### src/rtl/audio_i2s_tx.sv
// audio_i2s_tx
// Serializer that follows the stereo audio low-pass filter and drives an
// external I2S or left-justified DAC. Both 16-bit channels are captured
// together once per 32-bit frame. The frame rate is set only by the clock
// divider and does not depend on the filter's update rate.
//
// Parameters:
//   CLK_DIV      clk cycles per bclk half-period (1..255)
//
// Build option:
//   I2S_LJ_FORMAT_EN  when defined, the word select follows the left-justified
//                     format (lrclk changes together with the MSB). When not
//                     defined, standard I2S word select is used (lrclk leads the
//                     MSB by one bclk).
//
// Ports:
//   clk          system clock (the filter's clock)
//   reset        asynchronous, active-high reset
//   ena          run enable; low clears everything synchronously
//   audio_left   16-bit two's-complement left sample
//   audio_right  16-bit two's-complement right sample
//   i2s_bclk     serial bit clock, period 2*CLK_DIV clk
//   i2s_lrclk    word select, 0 = left, 1 = right
//   i2s_data     serial data, MSB first, changes on falling bclk
//   sample_req   one-clk pulse when a new left/right pair is captured
module audio_i2s_tx #(
  parameter int CLK_DIV = 4
) (
  input  logic        clk,
  input  logic        reset,
  input  logic        ena,
  input  logic [15:0] audio_left,
  input  logic [15:0] audio_right,
  output logic        i2s_bclk,
  output logic        i2s_lrclk,
  output logic        i2s_data,
  output logic        sample_req
);

  logic [7:0]  div_cnt;
  logic [7:0]  div_last;
  logic [4:0]  bit_cnt;
  logic [4:0]  bit_nxt;
  logic [31:0] frame;
  logic        wrap;
  logic        fe;

  assign div_last = 8'(CLK_DIV - 1);
  assign wrap     = (div_cnt == div_last);
  // A divider wrap while bclk is high drives bclk low: that is the only
  // moment the frame state is allowed to move.
  assign fe       = wrap & i2s_bclk;
  assign bit_nxt  = bit_cnt + 5'd1;

  // Word select for the bit position n that is about to be driven.
  function automatic logic word_select(input logic [4:0] n);
`ifdef I2S_LJ_FORMAT_EN
    // Left-justified: lrclk switches together with the MSB of each word.
    return (n >= 5'd16);
`else
    // I2S: lrclk is ((n+1) mod 32)[4], i.e. high for n = 15..30, so it
    // changes one bclk ahead of each MSB.
    return (n >= 5'd15) && (n != 5'd31);
`endif
  endfunction

  always_ff @(posedge clk or posedge reset) begin
    if (reset) begin
      div_cnt    <= 8'd0;
      i2s_bclk   <= 1'b0;
      bit_cnt    <= 5'd31;
      frame      <= 32'd0;
      i2s_lrclk  <= 1'b0;
      i2s_data   <= 1'b0;
      sample_req <= 1'b0;
    end else if (!ena) begin
      // Dropping ena abandons the frame in flight; restart is identical to a
      // reset release.
      div_cnt    <= 8'd0;
      i2s_bclk   <= 1'b0;
      bit_cnt    <= 5'd31;
      frame      <= 32'd0;
      i2s_lrclk  <= 1'b0;
      i2s_data   <= 1'b0;
      sample_req <= 1'b0;
    end else begin
      sample_req <= 1'b0;
      div_cnt    <= wrap ? 8'd0 : div_cnt + 8'd1;
      if (wrap) begin
        i2s_bclk <= ~i2s_bclk;
      end
      if (fe) begin
        bit_cnt   <= bit_nxt;
        i2s_lrclk <= word_select(bit_nxt);
        if (bit_nxt == 5'd0) begin
          // Frame boundary: both channels latched in the same edge so the
          // pair is always coherent; the MSB goes straight to the pin since
          // the frame register only becomes valid after this edge.
          frame      <= {audio_left, audio_right};
          i2s_data   <= audio_left[15];
          sample_req <= 1'b1;
        end else begin
          i2s_data <= frame[5'd31 - bit_nxt];
        end
      end
    end
  end

endmodule
### config.mk
export PLATFORM = sky130hd
export DESIGN_NAME = audio_i2s_tx
export DESIGN_NICKNAME = d
export VERILOG_FILES = /design/src/rtl/audio_i2s_tx.sv
export SDC_FILE = /design/constraint.sdc
export NUM_CORES = 1
export LEC_CHECK = 0
export CORE_UTILIZATION = 42
export CTS_CLUSTER_SIZE = 20
export DETAILED_ROUTE_END_ITERATION = 12
export GPL_TIMING_DRIVEN = 0
export PLACE_DENSITY = 0.69
export SLEW_MARGIN = 0
export SYNTH_ARGS = -nofsm -noshare
export SYNTH_HDL_FRONTEND = slang
export SYNTH_SLANG_ARGS = --single-unit
### constraint.sdc
create_clock -name clk -period 3.1 [get_ports clk]
set_input_delay 0.62 -clock clk [delete_from_list [all_inputs] [get_ports clk]]
set_output_delay 0.62 -clock clk [all_outputs]
set_load 0.03 [all_outputs]
==> out/qor.yml <==
place:
  dpl_cell_area_um2: 2873
  gp_congestion: 0.7722
  io_buffer_count: 38
  dpl.hpwl_mm: 3.328
timing:
  fin_crit_ps: 2729
  clock_skew_ps: 4.864
  rsz0062_at_grt: "false"
  max_slew.worst_pin.slew_ps: 580.7
  finalHoldViolCount: 0
  relSlewSlack: 0.6115
  tns_ps: 0
  clock.fmax_mhz: 366.5
  hold_slack_ps: 501.3
  fin_crit_sh: 0.8802
  drv_slew: 0
  finalSetupViolCount: 0
global_routing:
  antenna_found_initial: 0
  grt-ovfl-total: 0
  grt_max_degree: 29
  track_usage: 0.1703
  grt_pass1_wl_mm: 7.955
  grt_pass1_vias: 1656
power:
  ir_drop_v: 0.0002393
  p_leak_nw: 1.310
  power_mw: 1.170
  p_per_area_nw_per_um2: 393.8
route:
  routed_wl_mm: 4.555
  via_count: 1663
  ant_nets: 0
  wire_per_inst_um: 14.84
  viasPerCell: 5.417
  drt_iter0_markers: 93
  dr.pass1.iters: 4
  drc: 0
logic_synthesis:
  synth_top_family_by_area: "compound AO/OA/AOI/OAI gates"
  synth_cell_type_count: 35
  syn_inst: 190
  synth_compound_area_frac: 0.1639
  synth_seq_cells: 49
  yosys.area_share.simple: 0.1087
  netlist_area_um2: 2382
  synth_xor_area_frac: 0.05147
  ys_seq_area_frac: 0.5173
  synth_ff_type: "dfrtp_1"
  avgSynthCellArea_um2: 12.54
  synth-edff-count: 0
  async_flop_share: 1.000
  ys_warn_count: 0
  syn_nets: 228
  synth_mux_area_frac: 0.08876
  synth_fa_ha_area_frac: 0.01576
setup_path:
  cp_max_fo: 10
  cp_cell_sequence: "buf_4 > inv_1 > ha_2 > mux4_2 > mux2_2 > o31ai_1 > o31ai_1"
  slowest_stage: "dfstp_2"
  crit_type: "reg2reg"
  endpoint_kind: "register"
  slowest_delay_ps: 650
  required_ps: 3280
  worst_setup_path_start_kind: "register"
  critPathArrivalTime_ps: 2900
  critPathMostFrequentCell: "o31ai_1"
clock_tree:
  cts_setup_buffers: 0
  tritoncts: "built"
  clk_latency_ps: 300
  numCtsBuffers: 5
  max-clock-path-buffers: 2
  h-tree-depth: 2
  cts_hold_buf: 0
  clk_pin_slew_worst_paths_ps: 90
  root_buffer: "clkbuf_8"
  cts_num_sinks: 49
finish:
  drive_gt1_frac: 0.1957
  final_cell_area_um2: 2972
  antenna_cells: 0
  fin_util: 0.5430
  final_common_cell: "dfrtp_1"
  layout_common_cells: "dfrtp_1 (44), clkdlybuf4s50_1 (38), a22o_1 (24)"
  fin_nets: 272
  areaGrowthSynthToFinish_pct: 24.74
floorplan:
  fp.dieH_um: 77.32
  initial_core_util: 0.4353
  core_region_area_um2: 5473
  core.rowCount: 27
  die_w_um: 77.32
  dieArea_um2: 5978
  pin_count: 39
outcome:
  run_status: "finished, final reports clean"
hold_path:
  min_path_type: "reg2reg"
job:
  maxCapViolCount: 0
==> sequential cells by signal (all words and copies together), names as in the netlist <==
register / flops
i2s_data: 1
bit_cnt: 5
i2s_bclk: 1
frame: 32
i2s_lrclk: 1
sample_req: 1
div_cnt: 8
==> power by group <==
part	total (mW)	internal, mW	switching (mW)	leakage (nW)
Clock	0.407	0.202	0.205	0.0542
Combinational	0.109	0.0594	0.0497	0.591
Sequential	0.655	0.647	0.00760	0.665
Total	1.17	0.908	0.262	1.31
==> what timing repair did <==
action                                  4_1_cts  5_1_grt
pin swaps                                     0        0
resized for setup                             2        0
endpoints found under the setup margin        1        1
==> final timing paths <==
path,startpoint,slack [ps],cells after the start,end
setup / recovery,bit_cnt[0],370,7,i2s_data
hold / removal,frame[26],500,1,frame[26]
setup reg to reg,bit_cnt[0],370,7,i2s_data
hold reg to reg,frame[26],500,1,frame[26]
max in group asynchronous,reset,1860,3,bit_cnt[3]
min in group asynchronous,reset,660,2,div_cnt[1]
==> per-stage QoR <==
step,setup slack (ps),cells
final,371.5,307
after CTS,68.99,308
after global routing,217.6,307
after floorplan,195.6,190
after detailed placement,-307.0,301
after global placement,-330.6,300
==> cell families (layout without fill, tap and decap cells) <==
kind of cell / after synthesis / count (layout)
XOR/XNOR: 14 / 14
flip-flops: 49 / 49
adder cells (fa/ha/maj): 3 / 3
multiplexers: 11 / 11
AND/OR/NAND/NOR: 48 / 48
buffers and inverters: 18 / 63
AO/OA/AOI/OAI: 47 / 47
==> cell usage after synthesis (3+ instances only) <==
library cell   n  share of area
buf_2          4         0.0084
a22o_1        24          0.088
nand3_1       11          0.023
dfstp_2        5          0.055
mux4_2         8          0.076
nand2_1       12          0.019
dfrtp_1       44           0.46
xor2_1         9          0.033
a21oi_1        5          0.011
nand4_1        5          0.013
clkbuf_1       6         0.0095
buf_12         3          0.025
nor2_1         7          0.011
xnor2_1        5          0.018
inv_1          4         0.0063
a22o_2         8          0.034
ha_1           3          0.016
and3_1         4          0.011
==> area by class of cell <==
| cell class | instances | area (um2) |
|---|---|---|
| Inverter | 4 | 15.01 |
| Clock buffer | 7 | 96.34 |
| Fill cell | 491 | 2501 |
| Multi-Input combinational cell | 123 | 1023 |
| Tap cell | 72 | 90.09 |
| Timing Repair Buffer | 39 | 400.4 |
| Buffer | 12 | 108.9 |
| Sequential cell | 49 | 1232 |
| Clock inverter | 1 | 5.005 |
==> worst max-delay path: cells and delay by family, from the launching register on <==
family | cells | cell delay, ps
buf+inv | 2 | 310
fa+ha+maj | 1 | 480
compound gates | 2 | 360
mux | 2 | 800
flops | 1 | 650
==> per-layer routing <==
layer / up-vias / routed length (um) / global-route usage
met2: 40 / 2106 / 0.2637
met4: 0 / 55 / 0.05660
met5: - / 0 / 0
met1: 824 / 2218 / 0.2330
met3: 7 / 175 / 0.04167
li1: 792 / - / -
Power figures use the tool's default switching activity.
